[config.mk]
export PLATFORM = sky130hd
export DESIGN_NAME = csr_trap
export DESIGN_NICKNAME = d
export VERILOG_FILES = /design/src/rtl/csr_trap.sv
export SDC_FILE = /design/constraint.sdc
export NUM_CORES = 1
export LEC_CHECK = 0
export BUFFER_PORTS_ARGS = -buffer_cell sky130_fd_sc_hd__buf_2
export CAP_MARGIN = 0
export CORE_UTILIZATION = 39
export DETAILED_ROUTE_END_ITERATION = 8
export PLACE_DENSITY_LB_ADDON = 0.1
export SYNTH_ARGS = -nofsm -noshare
export SYNTH_HDL_FRONTEND = slang
export SYNTH_SLANG_ARGS = --single-unit
[constraint.sdc]
create_clock -name i_clock -period 3.01 [get_ports i_clock]
set_input_delay 0.1505 -clock i_clock [delete_from_list [all_inputs] [get_ports i_clock]]
set_output_delay 0.1505 -clock i_clock [all_outputs]
set_load 0.02 [all_outputs]
[src/rtl/csr_trap.sv]
// Machine-mode CSR file and trap controller.
// Executes CSR read/modify/write accesses, arbitrates synchronous exceptions
// against pending interrupts, and performs trap entry / mret bookkeeping.
module csr_trap #(
    parameter int unsigned     XLEN        = 32,
    parameter logic [XLEN-1:0] MTVEC_RESET = '0
) (
    input  logic            i_clock,
    input  logic            i_reset,
    input  logic            i_pause,
    input  logic            i_csr_en,
    input  logic [1:0]      i_csr_op,
    input  logic [11:0]     i_csr_addr,
    input  logic [XLEN-1:0] i_csr_wdata,
    output logic [XLEN-1:0] o_csr_rdata,
    output logic            o_csr_illegal,
    input  logic            i_exc_valid,
    input  logic [3:0]      i_exc_code,
    input  logic [XLEN-1:0] i_exc_pc,
    input  logic [XLEN-1:0] i_exc_tval,
    input  logic [XLEN-1:0] i_int_pc,
    input  logic            i_mret,
    input  logic            i_irq_sw,
    input  logic            i_irq_timer,
    input  logic            i_irq_ext,
    output logic            o_s_exception,
    output logic            o_s_mret,
    output logic [XLEN-1:0] o_mtvec,
    output logic [XLEN-1:0] o_mepc,
    output logic [XLEN-1:0] o_mcause
);

    localparam logic [11:0] ADDR_MSTATUS  = 12'h300;
    localparam logic [11:0] ADDR_MIE      = 12'h304;
    localparam logic [11:0] ADDR_MTVEC    = 12'h305;
    localparam logic [11:0] ADDR_MSCRATCH = 12'h340;
    localparam logic [11:0] ADDR_MEPC     = 12'h341;
    localparam logic [11:0] ADDR_MCAUSE   = 12'h342;
    localparam logic [11:0] ADDR_MTVAL    = 12'h343;
    localparam logic [11:0] ADDR_MIP      = 12'h344;
    localparam logic [11:0] ADDR_MCYCLE   = 12'hB00;

    localparam logic [XLEN-1:0] MIE_BIT      = XLEN'(32'h0000_0008);
    localparam logic [XLEN-1:0] MPIE_BIT     = XLEN'(32'h0000_0080);
    localparam logic [XLEN-1:0] MSTATUS_MASK = XLEN'(32'h0000_0088);
    localparam logic [XLEN-1:0] MPP_BITS     = XLEN'(32'h0000_1800);
    localparam logic [XLEN-1:0] IRQ_MASK     = XLEN'(32'h0000_0888);
    localparam logic [XLEN-1:0] ALIGN_MASK   = ~XLEN'(32'h0000_0003);

    // Architectural state; only the writable bits of masked CSRs are ever set.
    logic [XLEN-1:0] r_mstatus;
    logic [XLEN-1:0] r_mie;
    logic [XLEN-1:0] r_mtvec;
    logic [XLEN-1:0] r_mscratch;
    logic [XLEN-1:0] r_mepc;
    logic [XLEN-1:0] r_mcause;
    logic [XLEN-1:0] r_mtval;
    logic [2:0]      r_mip;      // {ext, timer, sw}
    logic [XLEN-1:0] r_mcycle;

    logic [XLEN-1:0] w_mstatus;
    logic [XLEN-1:0] w_mip;
    logic [XLEN-1:0] w_old;
    logic            w_impl;
    logic [XLEN-1:0] w_new;
    logic            w_write_req;
    logic            w_wr_commit;
    logic [XLEN-1:0] w_pend_vec;
    logic            w_int_pend;
    logic [3:0]      w_int_code;
    logic            w_trap;
    logic            w_mret_take;
    logic [XLEN-1:0] w_cause_new;

    assign w_mstatus = r_mstatus | MPP_BITS;
    assign w_mip     = {{(XLEN-12){1'b0}}, r_mip[2], 3'b000, r_mip[1], 3'b000, r_mip[0], 3'b000};

    // Decode the addressed CSR and its current value.
    always_comb begin
        w_impl = 1'b1;
        w_old  = '0;
        case (i_csr_addr)
            ADDR_MSTATUS:  w_old = w_mstatus;
            ADDR_MIE:      w_old = r_mie;
            ADDR_MTVEC:    w_old = r_mtvec;
            ADDR_MSCRATCH: w_old = r_mscratch;
            ADDR_MEPC:     w_old = r_mepc;
            ADDR_MCAUSE:   w_old = r_mcause;
            ADDR_MTVAL:    w_old = r_mtval;
            ADDR_MIP:      w_old = w_mip;
            ADDR_MCYCLE:   w_old = r_mcycle;
            default:       w_impl = 1'b0;
        endcase
    end

    // Read/modify/write operand for the access.
    always_comb begin
        w_new = w_old;
        case (i_csr_op)
            2'b01:   w_new = i_csr_wdata;
            2'b10:   w_new = w_old | i_csr_wdata;
            2'b11:   w_new = w_old & ~i_csr_wdata;
            default: w_new = w_old;
        endcase
    end

    assign o_csr_rdata   = (i_csr_en && w_impl) ? w_old : '0;
    assign w_write_req   = i_csr_en && (i_csr_op != 2'b00);
    assign o_csr_illegal = i_reset && i_csr_en &&
                           (!w_impl || ((i_csr_op != 2'b00) && (i_csr_addr[11:10] == 2'b11)));

    // Interrupt arbitration: ext > sw > timer.
    assign w_pend_vec = r_mie & w_mip;
    assign w_int_pend = r_mstatus[3] && (|w_pend_vec);
    always_comb begin
        if (w_pend_vec[11]) begin
            w_int_code = 4'd11;
        end else if (w_pend_vec[3]) begin
            w_int_code = 4'd3;
        end else begin
            w_int_code = 4'd7;
        end
    end

    assign w_trap      = i_reset && !i_pause && (i_exc_valid || w_int_pend);
    assign w_mret_take = i_reset && i_mret && !i_pause && !w_trap;
    assign w_wr_commit = i_reset && w_write_req && !o_csr_illegal && !i_pause && !w_trap;
    assign w_cause_new = i_exc_valid ? {{(XLEN-4){1'b0}}, i_exc_code}
                                     : {1'b1, {(XLEN-5){1'b0}}, w_int_code};

    assign o_s_exception = w_trap;
    assign o_s_mret      = w_mret_take;
    assign o_mtvec       = r_mtvec;
    assign o_mepc        = r_mepc;
    // Bypass so vectored target computation sees the cause of the trap being taken.
    assign o_mcause      = w_trap ? w_cause_new : r_mcause;

    // CSR state: trap beats mret beats CSR write; mstatus write lands after mret.
    always_ff @(posedge i_clock or negedge i_reset) begin
        if (!i_reset) begin
            r_mstatus  <= '0;
            r_mie      <= '0;
            r_mtvec    <= MTVEC_RESET;
            r_mscratch <= '0;
            r_mepc     <= '0;
            r_mcause   <= '0;
            r_mtval    <= '0;
            r_mip      <= '0;
            r_mcycle   <= '0;
        end else begin
            r_mip <= {i_irq_ext, i_irq_timer, i_irq_sw};

            if (w_wr_commit && (i_csr_addr == ADDR_MCYCLE)) begin
                r_mcycle <= w_new;
            end else begin
                r_mcycle <= r_mcycle + XLEN'(1);
            end

            if (w_trap) begin
                r_mepc    <= (i_exc_valid ? i_exc_pc : i_int_pc) & ALIGN_MASK;
                r_mcause  <= w_cause_new;
                r_mtval   <= i_exc_valid ? i_exc_tval : '0;
                r_mstatus <= r_mstatus[3] ? MPIE_BIT : '0;
            end else begin
                if (w_mret_take) begin
                    r_mstatus <= MPIE_BIT | (r_mstatus[7] ? MIE_BIT : '0);
                end
                if (w_wr_commit) begin
                    case (i_csr_addr)
                        ADDR_MSTATUS:  r_mstatus  <= w_new & MSTATUS_MASK;
                        ADDR_MIE:      r_mie      <= w_new & IRQ_MASK;
                        // Reserved modes (1x) keep the existing mode bits.
                        ADDR_MTVEC:    r_mtvec    <= w_new[1] ? {w_new[XLEN-1:2], r_mtvec[1:0]}
                                                              : w_new;
                        ADDR_MSCRATCH: r_mscratch <= w_new;
                        ADDR_MEPC:     r_mepc     <= w_new & ALIGN_MASK;
                        ADDR_MCAUSE:   r_mcause   <= w_new;
                        ADDR_MTVAL:    r_mtval    <= w_new;
                        default:       ;
                    endcase
                end
            end
        end
    end

endmodule
Yosys cells after proc, flatten, opt, wreduce, memory -nomap -nowiden
Index checks and enable logic that the tools add are counted.
Operators by class
  $add $sub $neg: 1
  $mul: 0
  div/mod/pow operators: 0
  order comparisons: 0
  equal/unequal tests: 13
  shifts and indexed selects: 0
  mux-type cells: 26
  bitwise operators: 6
  reduce and logical (&&, ||, !) cells: 36
Operators with widths (count)
  32-bit 2-to-1 mux: 19
  32-bit case mux with 9 select lines: 1
  12-bit by 10-bit equality test with 1-bit output, second input constant: 8
  32-bit case mux with 3 select lines: 1
  32-bit by 1-bit adder with 32-bit output, second input constant: 1
  32-bit bitwise AND: 1
  32-bit NOT: 1
  32-bit OR: 1
  32-bit OR reduction: 1
  1-bit logical AND: 16
  12-bit bitwise AND: 1
  12-bit equality test, second input constant: 1
  2-bit nonzero test: 5
  3-bit AND reduction: 3
  9-bit OR reduction: 1
  4-bit 2-to-1 mux: 2
  8-bit 2-to-1 mux: 1
  2-bit equality test, second input constant: 3
  2-bit AND reduction: 3
  1-bit logical NOT: 4
  4-bit AND reduction: 1
  3-bit 2-to-1 mux: 1
  2-bit by 1-bit equality test with 1-bit output, second input constant: 1
  1-bit logical OR: 2
  2 further kinds: 3
Word-level totals
  flip-flop bits (word level): 229
  bits in latches: 0
  bits in writable memories: 0
  memory bits (read-only): 0
  bits of input ports: 155
  output and inout port bits: 131
  word-level logic and storage cells: 92
  memories kept: 0

Longest topological paths before layout
Gate-level depths: netlist (run 1).
  word-level depth: 12
  gate-level depth with buffers: 10
  gate-level depth less buffers: 8

Worst setup path before layout (run 1)
Ideal clock, no wire load.
  kind: reg-to-reg
  start: register r_mie[3]
  end: register r_mtvec[30], in the netlist o_mtvec[30]
  arrival time: 1.972 ns
  data required time: 2.858 ns
  path slack: 0.886 ns
  cell stages (with the launch flop): 10
  path buffers: 1
  clock period less this slack: 2.124 ns
  cell sequence: dfrtp_1 -> a22o_1 -> a21o_1 -> a31oi_4 -> inv_2 -> nor3_4 -> nand3_1 -> clkbuf_1 -> nand2_1 -> o21ai_0
On the way
  cells in the longest elaborated chain, start to end: 8
  elaborated cells on any way between the ends: 9
RTL lines
  start: declaration: RTL line 52  | logic [XLEN-1:0] r_mie;
  start signal: assignment: RTL line 171  | ADDR_MIE: r_mie <= w_new & IRQ_MASK;
  12-bit bitwise AND (*): RTL line 113  | assign w_pend_vec = r_mie & w_mip;
  32-bit OR reduction (*): RTL line 114  | assign w_int_pend = r_mstatus[3] && (|w_pend_vec);
  1-bit logical AND (*): RTL line 114
  1-bit logical OR (*): RTL line 125  | assign w_trap = i_reset && !i_pause && (i_exc_valid || w_int_pend);
  1-bit logical AND (*): RTL line 125
  1-bit logical NOT: RTL line 127  | assign w_wr_commit = i_reset && w_write_req && !o_csr_illegal && !i_pause && !w_trap;
  1-bit logical AND: RTL line 127
  3-bit AND reduction (no line) (*)
  end signal: assignment: RTL line 173  | ADDR_MTVEC: r_mtvec <= w_new[1] ? {w_new[XLEN-1:2], r_mtvec[1:0]}
  end: declaration: RTL line 53  | logic [XLEN-1:0] r_mtvec;
Mark *: on every way between the ends. The rest lies on a longest branch, timed or not.
A chain may end at the register's enable or synchronous reset.

Final worst setup path (run 1)
  start: register r_mie[3]
  end: output o_mcause[3]
On the way
  cells in the longest elaborated chain, start to end: 6
RTL lines
  12-bit bitwise AND: RTL line 113
  32-bit OR reduction: RTL line 114
  1-bit logical AND: RTL line 114
  1-bit logical OR: RTL line 125
  1-bit logical AND: RTL line 125
  32-bit 2-to-1 mux: RTL line 136  | assign o_mcause = w_trap ? w_cause_new : r_mcause;
  end: declaration: RTL line 30  | output logic [XLEN-1:0] o_mcause
Every way passes these cells.

==> results of run 1 <==
==> report_power, final <==
part           total (mW)  switching [mW]  internal (mW)
Clock                3.54            1.38           2.16
Sequential           3.40           0.187           3.21
Combinational        1.30           0.764          0.537
==> worst register-to-register path: stages, from the launching register on <==
cell and delay [ps]:
sky130_fd_sc_hd__dfrtp_1 400, sky130_fd_sc_hd__a22o_1 260, sky130_fd_sc_hd__a21o_1 190, sky130_fd_sc_hd__a31oi_4 250
sky130_fd_sc_hd__clkbuf_16 260, sky130_fd_sc_hd__nand2b_1 110, sky130_fd_sc_hd__buf_4 260, sky130_fd_sc_hd__o2bb2ai_1 190
sky130_fd_sc_hd__a31oi_1 60, sky130_fd_sc_hd__dlygate4sd3_1 610
==> logic make-up (layout without fill, tap and decap cells) <==
group,count (synthesis),after routing,share of synthesized area
simple gates,491,491,0.185
compound gates,480,480,0.252
flops,225,225,0.434
buf+inv,129,498,0.0421
mux,80,80,0.0622
xor+xnor,34,34,0.0230
fa+ha+maj,1,1,0.000965
other cells,1,6,0.000289
==> how the worst min path moves through the flow <==
stage                         start            to  slack [ps]  cells after the start
finish              i_csr_wdata[23]  r_mcause[23]          10                      3
global route        i_csr_wdata[23]  r_mcycle[23]          30                      3
CTS                 i_csr_wdata[23]  r_mcause[23]         0.8                      3
detailed placement      i_irq_timer      r_mip[1]         270                      1
global placement        i_irq_timer      r_mip[1]         260                      1
floorplan                   i_reset    o_mepc[10]        -150                      0
==> stage by stage <==
step | utilization | hold slack (ps) | area (um^2) | cells | power (mW)
after floorplan | - | -145 | 13000 | 1443 | 4.05
after global placement | 0.459 | 260 | 15000 | 2101 | 4.59
after detailed placement | 0.459 | 268 | 15000 | 2101 | 4.61
after CTS | 0.519 | 0.814 | 16900 | 2251 | 8.26
after global routing | 0.521 | 27.2 | 17000 | 2254 | 8.53
final | 0.521 | 9.67 | 17000 | 2257 | 8.24
==> synthesized netlist by cell type, types with 19 or more instances <==
cell,count,area [um^2]
sky130_fd_sc_hd__nor2_1,115,432
sky130_fd_sc_hd__a21oi_1,68,340
sky130_fd_sc_hd__o21a_1,19,143
sky130_fd_sc_hd__a22oi_1,50,375
sky130_fd_sc_hd__and2_1,61,382
sky130_fd_sc_hd__xnor2_1,21,184
sky130_fd_sc_hd__o21ai_0,129,646
sky130_fd_sc_hd__a31oi_1,34,213
sky130_fd_sc_hd__dfrtp_1,225,5630
sky130_fd_sc_hd__o2bb2ai_1,30,263
sky130_fd_sc_hd__mux2i_1,75,751
sky130_fd_sc_hd__o21ai_1,50,250
sky130_fd_sc_hd__nand2_1,181,679
sky130_fd_sc_hd__buf_2,28,140
sky130_fd_sc_hd__clkbuf_1,82,308
sky130_fd_sc_hd__o221ai_1,21,184
sky130_fd_sc_hd__nand3_1,33,165
==> what timing repair did <==
action | CTS | global route
setup endpoints to repair | 0 | 1
buffers inserted | 0 | 1
resized for setup | 0 | 3
endpoints found under the hold margin | 121 | 0
hold buffers | 100 | 0
==> metal layers <==
metal	wire length (um)	global-route usage	vias up
met4	1030	0.0770	0
met5	0	0	-
met2	23900	0.475	566
li1	-	-	5952
met1	23500	0.430	6421
met3	3740	0.0350	68
==> state kept, by name (all words and copies together) (netlist names) <==
name,count
o_mepc,30
r_mcause,32
r_mstatus,30
r_mscratch,32
r_mtval,32
r_mcycle,32
o_mtvec,31
r_mip,3
r_mie,3
==> area by class of cell <==
type	count	area share
multi-input combinational	1089	0.403
clock inverter	13	0.0104
sequential	225	0.331
antenna	3	0.000442
clock buffer	37	0.0461
timing repair buffer	439	0.174
inverter	9	0.00214
tap	442	0.0326
==> metrics.txt, run 1 <==
Mean Syn Cell Area about 9 um^2; leakage dissipation between 7 and 8 nW; H-Tree Level Count 1; effective utilization at floorplan 0.398; Post-synth EDFFs 0; R2R Path End r_mtval[22]; TritonCTS clock tree done; width of the die between 150 and 200 um; total of endpoints with negative setup slack in the final report 0; overall routing resource usage 0.299; antenna violations before repair 2; final hold viol count 0; count of synthesis-stage warnings from yosys 0; flop and latch count out of synthesis between 200 and 250; maximum VDD drop about 0.49 mV; reg-to-reg setup timing slack roughly 290 ps; RePlAce Congestion 0.913; wire length reported by the detailed router roughly 52000 um; beginning of the critical path r_mie[3]; Slowest-stage cell, CP sky130_fd_sc_hd__dfrtp_1; Iter 0 DRT Violations ~1100; Critical Path RT 2860 ps; result of the run complete, no violations; die area 0.0340 mm^2; launch instance of the worst register-to-register path r_mie[3]; Die Y-Extent around 180 um; maximum clock frequency between 0.3 and 0.4 GHz; number of buffers added by the clock tree synthesis step 27; R2R cell count 9; kind of end point of the critical path output pin; Critical Setup Path Class reg2out; HPWL after DPL 34300 um; number of nets in the finished design about 1900; Post-Route Skew roughly 12 ps; first-pass iteration count of the detailed router 6; pin count of the biggest net entering global routing 176; share of cells above drive strength 1 0.254; buffers plus inverters on the worst setup path 3; Setup Slack @ Placement about 260 ps; number of placement rows 66; post-detailed-route wirelength per cell around 23 um; number of buffers added on ports around 280; instance count on the critical path 8; top flip-flop cell by instance count after synthesis sky130_fd_sc_hd__dfrtp_1; summed negative setup slack over all endpoints 0 ps; Data arrival, critical path approximately 2600 ps; total core area ~0.033 mm^2; most common cell after layout, fill and taps aside sky130_fd_sc_hd__buf_2; insertion delay of the later-clocked pin in the worst-skew pair about 540 ps; final critical-path setup slack 251 ps; first-pass GRT wire length ~77000 um; Top-Level Pins ~290; multi-input gate area in the final layout 0.00686 mm^2; final routed DRC violation total 0; Critical Path End o_mcause[3]; Rel. slew slack 0.168; total gr overflow 0; highest-count cells in the layout ignoring fill and taps 277 x sky130_fd_sc_hd__buf_2, 225 x sky130_fd_sc_hd__dfrtp_1, 180 x sky130_fd_sc_hd__nand2_1; P per Cell Area about 490 mW/mm^2; Num Clock Sinks 225; Unique masters post-synth 76; Synth async-reset ratio 1.00; largest stage delay on the critical path roughly 400 ps; Max clock buf depth 3; Syn-to-layout area delta 31.0%; unrepaired setup endpoints after global routing false; final number of max-transition violations 0; CTS Root Cell sky130_fd_sc_hd__clkbuf_16; Cells after Synth around 1400; clock edge transition at the registers on the reported setup and hold paths approximately 60 ps; Post-DRT Antenna Nets 0; kind of cell with the highest combined delay on the critical path compound AO/OA/AOI/OAI gates; via count of the first global-routing pass between 10000 and 15000; ratio of final minimum period to clock period 0.917; total area of sequential cells ~0.0056 mm^2; path category of the worst min-delay check in2reg; maximum net fanout on the critical path 29; series of cell instances along the critical path a22o_1 -> a21o_1 -> a31oi_4 -> inv_4 -> buf_4 -> o211ai_1 -> o21a_1 -> buf_2; final critical delay including setup and external delays roughly 2800 ps; final-layout fill cell count 3074; mapped cell area 0.0130 mm^2; Vias per Instance roughly 5.8; Maximum Capacitance Violations 0; total number of vias between 10000 and 15000; Worst Tran Pin Value 1250 ps; CP Launch Type flip-flop; sequential-to-total area share from yosys stat 0.434
No activity file was read; power rests on OpenSTA's default activity.
==> run 2: changes to the inputs <==
--- a/config.mk
+++ b/config.mk
@@ -5,11 +5,14 @@
 export SDC_FILE = /design/constraint.sdc
 export NUM_CORES = 1
 export LEC_CHECK = 0
+export ABC_AREA = 1
 export BUFFER_PORTS_ARGS = -buffer_cell sky130_fd_sc_hd__buf_2
 export CAP_MARGIN = 0
+export CORE_MARGIN = 8
 export CORE_UTILIZATION = 39
 export DETAILED_ROUTE_END_ITERATION = 8
 export PLACE_DENSITY_LB_ADDON = 0.1
+export RECOVER_POWER = 100
 export SYNTH_ARGS = -nofsm -noshare
 export SYNTH_HDL_FRONTEND = slang
 export SYNTH_SLANG_ARGS = --single-unit
==> metrics.txt, run 2 <==
number of buffers added on ports 278 (unchanged); Rel. slew slack 0.122 (-0.0460); Data arrival, critical path 2700 ps (+90 ps); count of placed standard cells including taps 2752 (+31%); kind of end point of the critical path output pin; highest-count cells in the layout ignoring fill and taps 785 x sky130_fd_sc_hd__nand2_1, 225 x sky130_fd_sc_hd__dfrtp_1, 216 x sky130_fd_sc_hd__nor2_1; summed negative setup slack over all endpoints 0 ps (unchanged); worst hold slack 12.4 ps (+2.77 ps); final std cells w/o fill 2855 (+26%); Critical Setup Path Class in2out; leakage dissipation 8.99 nW (+19%); diodes inserted 0 (-3); count of synthesis-stage warnings from yosys 0 (unchanged); share of the synthesized area in the top cell type 0.413 (-0.0214); H-Tree Level Count 1 (unchanged); maximum VDD drop 0.343 mV (-30%); Num Clock Sinks 225 (unchanged); overall routing resource usage 0.280 (-0.0188); total core area 0.0345 mm^2 (+5.6%); maximum clock frequency 0.350 GHz (-3.3%); Die Y-Extent 203 um (+10%); insertion delay of the later-clocked pin in the worst-skew pair 540 ps (about the same); total of endpoints with negative setup slack in the final report 0 (unchanged); final routed DRC violation total 0 (unchanged); number of buffers added by the clock tree synthesis step 27 (unchanged); Post-DRT Antenna Nets 0 (unchanged); unrepaired setup endpoints after global routing false; via count of the first global-routing pass 14400 (+15%); leading cell types by count after synthesis 784 x sky130_fd_sc_hd__nand2_1, 225 x sky130_fd_sc_hd__dfrtp_1, 214 x sky130_fd_sc_hd__nor2_1; cell type with the highest aggregate area in the netlist sky130_fd_sc_hd__dfrtp_1; post-detailed-route wirelength per cell 20.8 um (-9.9%); result of the run complete, no violations; clock edge transition at the registers on the reported setup and hold paths 60 ps (about the same); maximum net fanout on the critical path 18 (-38%); wire length reported by the detailed router 59500 um (+14%); effective utilization at floorplan 0.396 (-0.00172); top flip-flop cell by instance count after synthesis sky130_fd_sc_hd__dfrtp_1; Syn-to-layout area delta 23.8%; most common cell after layout, fill and taps aside sky130_fd_sc_hd__nand2_1; CTS Root Cell sky130_fd_sc_hd__clkbuf_16; total number of vias 14800 (+14%); Unique masters post-synth 38 (-50%); Vias per Instance 5.20 (-9.8%); RePlAce Congestion 0.930 (+1.8%); share of cells above drive strength 1 0.123 (-0.131); Max clock buf depth 3 (unchanged); Mean Syn Cell Area 6.60 um^2 (-27%); mapped cell area 0.0136 mm^2 (+5.2%); flop and latch count out of synthesis 225 (unchanged); Maximum Capacitance Violations 0 (unchanged); final hold viol count 0 (unchanged); Post-synth EDFFs 0 (unchanged); final number of max-transition violations 0 (unchanged); final critical delay including setup and external delays 2850 ps (+94.1 ps); Synth async-reset ratio 1.00 (unchanged); Iter 0 DRT Violations 1294 (+15%); ratio of final minimum period to clock period 0.948 (+0.0313); width of the die 203 um (+10%); final-layout fill cell count 3678 (+20%); Final Total Pwr 8.48 mW (+2.9%); antenna violations before repair 0 (-2); first-pass GRT wire length 89100 um (+16%); total gr overflow 0 (unchanged); number of placement rows 68 (+3.0%); pin count of the biggest net entering global routing 135 (-23%); Worst Tran Pin Value 1320 ps (+69.0 ps); die area 0.0412 mm^2 (+21%); path category of the worst min-delay check in2reg; sequential-to-total area share from yosys stat 0.413 (-0.0214); Post-Route Skew 12.1 ps (-0.00990 ps); P per Cell Area 502 mW/mm^2 (+3.5%); placed cell area 0.0156 mm^2 (+4.1%); cell area after layout 0.0169 mm^2 (-0.64%); number of nets in the finished design 2536 (+30%); TritonCTS clock tree done; dominant cell by count in the synthesized netlist sky130_fd_sc_hd__nand2_1; HPWL after DPL 45500 um (+32%); Cells after Synth 2067 (+43%); CP Launch Type input port; Synth area leaders sky130_fd_sc_hd__dfrtp_1 41%, sky130_fd_sc_hd__nand2_1 22%, sky130_fd_sc_hd__nand3_1 6.7%, sky130_fd_sc_hd__nor2_1 5.9%, sky130_fd_sc_hd__inv_1 5.0%; Top-Level Pins 286 (unchanged); Critical Path RT 2860 ps (about the same); first-pass iteration count of the detailed router 5 (-1)
## run 2: cell type report
class | count | area [um^2] | area share
clock inverter | 11 | 238 | 0.0141
tap | 455 | 569 | 0.0337
timing repair buffer | 390 | 2200 | 0.130
inverter | 198 | 743 | 0.0440
clock buffer | 38 | 767 | 0.0454
multi-input combinational | 1538 | 6730 | 0.399
sequential | 225 | 5630 | 0.334
## run 2: where the power goes
group	leakage (nW)	internal (mW)	total, mW	switching [mW]
Sequential	2.90	3.26	3.48	0.226
Clock	0.491	2.37	3.72	1.35
Combinational	5.60	0.415	1.27	0.857
## run 2: logic make-up (layout without fill, tap and decap cells)
family,Yosys count,in the layout,synth area share
simple gates,1246,1246,0.374
buf+inv,306,637,0.0911
compound gates,260,260,0.103
flops,225,225,0.413
xor+xnor,28,28,0.0180
fa+ha+maj,1,1,0.000917
other cells,1,3,0.000275
## run 2: layer usage
metal	vias up	track usage	wire, um
li1	7110	-	-
met1	7091	0.419	28200
met2	580	0.406	24900
met3	68	0.0626	5220
met4	0	0.0598	1120
met5	-	0	0
## run 2: stage by stage
step                worst slack [ps]   util
finish                           157  0.490
global route                    20.6  0.490
CTS                              253  0.497
detailed placement               323  0.453
global placement                 410  0.453
floorplan                        769      -
## run 2: critical path, cell delays in order
cell	delay, ps
sky130_fd_sc_hd__clkbuf_1	100
sky130_fd_sc_hd__inv_1	50
sky130_fd_sc_hd__nand2_1	50
sky130_fd_sc_hd__nor2_1	350
sky130_fd_sc_hd__nand2_2	210
sky130_fd_sc_hd__nor2_1	240
sky130_fd_sc_hd__clkbuf_2	520
sky130_fd_sc_hd__inv_2	200
sky130_fd_sc_hd__nor2_1	140
sky130_fd_sc_hd__nor2_1	70
sky130_fd_sc_hd__a21oi_1	350
sky130_fd_sc_hd__clkbuf_2	250
## run 2: final timing paths
| check | start | slack [ps] | endpoint | cells after the start |
|---|---|---|---|---|
| worst max-delay path | i_csr_addr[7] | 160 | o_csr_rdata[8] | 12 |
| worst min-delay path | i_int_pc[25] | 10 | o_mepc[25] | 7 |
| worst max register to register | r_mie[11] | 230 | r_mscratch[14] | 13 |
| worst min register to register | r_mscratch[11] | 470 | r_mscratch[11] | 2 |
| max in group asynchronous | i_reset | 830 | o_mepc[25] | 4 |
| min in group asynchronous | i_reset | 790 | o_mtvec[4] | 3 |
## run 2: what timing repair did
action,4_1_cts,5_1_grt
endpoints found under the setup margin,5,0
setup buffers,3,0
hold buffers,51,0
endpoints found under the hold margin,125,0
gates resized for setup,1,0
==> run 3: changes to the inputs <==
--- a/config.mk
+++ b/config.mk
@@ -6,7 +6,7 @@
 export NUM_CORES = 1
 export LEC_CHECK = 0
 export ABC_AREA = 1
-export BUFFER_PORTS_ARGS = -buffer_cell sky130_fd_sc_hd__buf_2
+export BUFFER_PORTS_ARGS = -buffer_cell sky130_fd_sc_hd__buf_4
 export CAP_MARGIN = 0
 export CORE_MARGIN = 8
 export CORE_UTILIZATION = 39
==> metrics.txt, run 3 (same netlist as run 2, synthesis figures left out) <==
Top-Level Pins 286 (unchanged); Data arrival, critical path 2750 ps (+50 ps); kind of end point of the critical path output pin; insertion delay of the later-clocked pin in the worst-skew pair 550 ps (about the same); final std cells w/o fill 2865 (+0.35%); path category of the worst min-delay check in2reg; wire length reported by the detailed router 60000 um (+0.79%); highest metal layer with signal wires met4; number of buffers added on ports 278 (unchanged); R2R cell count 12 (-1); total of endpoints with negative setup slack in the final report 0 (unchanged); die area 0.0412 mm^2 (unchanged); highest-count cells in the layout ignoring fill and taps 787 x sky130_fd_sc_hd__nand2_1, 225 x sky130_fd_sc_hd__dfrtp_1, 217 x sky130_fd_sc_hd__nor2_1; final-layout fill cell count 3692 (+0.38%); Critical Path RT 2860 ps (about the same); count of placed standard cells including taps 2745 (-0.25%); Slowest-stage cell, CP sky130_fd_sc_hd__dfrtp_1; Iter 0 DRT Violations 1291 (-0.23%); width of the die 203 um (unchanged); HPWL after DPL 45000 um (-0.94%); total number of vias 14800 (-0.11%); number of buffers added by the clock tree synthesis step 28 (+3.7%); H-Tree Level Count 1 (unchanged); maximum VDD drop 0.410 mV (+19%); final critical delay including setup and external delays 2900 ps (+47.9 ps); P per Cell Area 494 mW/mm^2 (-1.6%); met3 wire len 5600 um (+7.3%); summed negative setup slack over all endpoints 0 ps (unchanged); buffers plus inverters on the worst setup path 3 (-2); Vias per Instance 5.18 (-0.46%); maximum net fanout on the critical path 18 (unchanged); post-detailed-route wirelength per cell 20.9 um (+0.44%); diodes inserted 0 (unchanged); instance count on the critical path 9 (-3); overall routing resource usage 0.285 (+0.00445); beginning of the critical path r_mie[11]; series of cell instances along the critical path nand2_1 -> nand2_1 -> nor2_1 -> nand2_1 -> o211ai_1 -> inv_2 -> buf_4 -> o21ai_0 -> clkbuf_1; launch instance of the worst register-to-register path r_mie[11]; CP Launch Type flip-flop; final number of max-transition violations 0 (unchanged); Maximum Capacitance Violations 0 (unchanged); effective utilization at floorplan 0.396 (unchanged); Syn-to-layout area delta 27.7%; Worst Tran Pin Value 1370 ps (+54.1 ps); first-pass GRT wire length 90600 um (+1.6%); Max clock buf depth 3 (unchanged); number of nets in the finished design 2544 (+0.32%); total core area 0.0345 mm^2 (unchanged); share of cells above drive strength 1 0.118 (-0.00507); CTS Root Cell sky130_fd_sc_hd__clkbuf_16; WL met2 25100 um (+0.85%); first-pass iteration count of the detailed router 6 (+1); Rel. slew slack 0.0864 (-0.0361); met1 layer wirelength in the final routing 27900 um (-1.3%); pin count of the biggest net entering global routing 144 (+6.7%); Post-Route Skew 16.8 ps (+4.70 ps); kind of cell with the highest combined delay on the critical path buffers and inverters; most common cell after layout, fill and taps aside sky130_fd_sc_hd__nand2_1; Die Y-Extent 203 um (unchanged); final hold viol count 0 (unchanged); Post-DRT Antenna Nets 0 (unchanged); result of the run complete, no violations; via count of the first global-routing pass 14600 (+1.3%); antenna violations before repair 1 (+1); ratio of final minimum period to clock period 0.964 (+0.0159); maximum clock frequency 0.345 GHz (-1.7%); total gr overflow 0 (unchanged); TritonCTS clock tree done; largest stage delay on the critical path 430 ps (-90 ps); Num Clock Sinks 225 (unchanged); final routed DRC violation total 0 (unchanged); Critical Path End o_mcause[2]; reg-to-reg setup timing slack 200 ps (-30 ps); leakage dissipation 9.15 nW (+1.8%); Critical Setup Path Class reg2out; unrepaired setup endpoints after global routing false; dominant cell type by count on the critical path sky130_fd_sc_hd__nand2_1; number of placement rows 68 (unchanged); R2R Path End r_mcycle[25]; clock edge transition at the registers on the reported setup and hold paths 60 ps (about the same); RePlAce Congestion 0.909 (-2.3%)
==> run 3: changes by cell type in the layout (fill, tap and decap cells not counted), sizes merged <==
cell	before	now
buf	194	189
bufinv	7	6
clkbuf	183	181
clkinv	5	6
clkinvlp	0	2
dlygate4sd3	51	65
inv	197	198
==> run 3: what timing repair did <==
item	4_1_cts	5_1_grt
hold buffers	65	0
setup buffers	0	3
endpoints found under the hold margin	81	0
endpoints found under the setup margin	0	1
gates resized for setup	0	1
==> run 3: worst register-to-register path, delay by kind of cell (launching register included) <==
kind,cells,cell delay (ps)
AO/OA/AOI/OAI,2,530
buffers and inverters,3,940
flip-flops,1,420
AND/OR/NAND/NOR,7,850
==> run 3: layout make-up <==
class / count / area (um^2) / share of cell area
timing repair buffer: 397 / 2680 / 0.154
sequential: 225 / 5630 / 0.323
clock buffer: 38 / 810 / 0.0465
tap: 455 / 569 / 0.0327
inverter: 198 / 743 / 0.0427
multi-input combinational: 1538 / 6740 / 0.387
clock inverter: 14 / 233 / 0.0134
==> run 3: metal layers <==
layer,global-route usage,vias up
met1,0.418,6968
met3,0.0770,80
met2,0.409,646
met5,0,-
met4,0.0668,0
li1,-,7139
==> run 3: worst min path at each step <==
stage,from,to,cells past startpoint
6_report,i_int_pc[29],o_mepc[29],7
5_1_grt,i_exc_tval[20],r_mtval[20],4
4_1_cts,i_exc_tval[8],r_mtval[8],4
3_5_place_dp,i_irq_sw,r_mip[0],1
3_3_place_gp,i_irq_sw,r_mip[0],1
2_1_floorplan,i_reset,o_mepc[10],0
==> run 3: where the power goes <==
| group | internal (mW) | total [mW] | switching, mW |
|---|---|---|---|
| combinational | 0.477 | 1.34 | 0.862 |
| clock | 2.40 | 3.79 | 1.40 |
| sequential | 3.26 | 3.48 | 0.219 |
==> run 3: stage by stage <==
stage	util	worst slack [ps]	hold WS [ps]	instance area (um^2)	power (mW)
floorplan	-	769	-145	13600	4.13
global placement	0.472	453	262	16300	4.86
detailed placement	0.472	363	263	16300	4.88
CTS	0.521	55.7	0.0878	17900	8.75
global route	0.505	57.0	22.3	17400	8.95
finish	0.505	109	14.0	17400	8.61
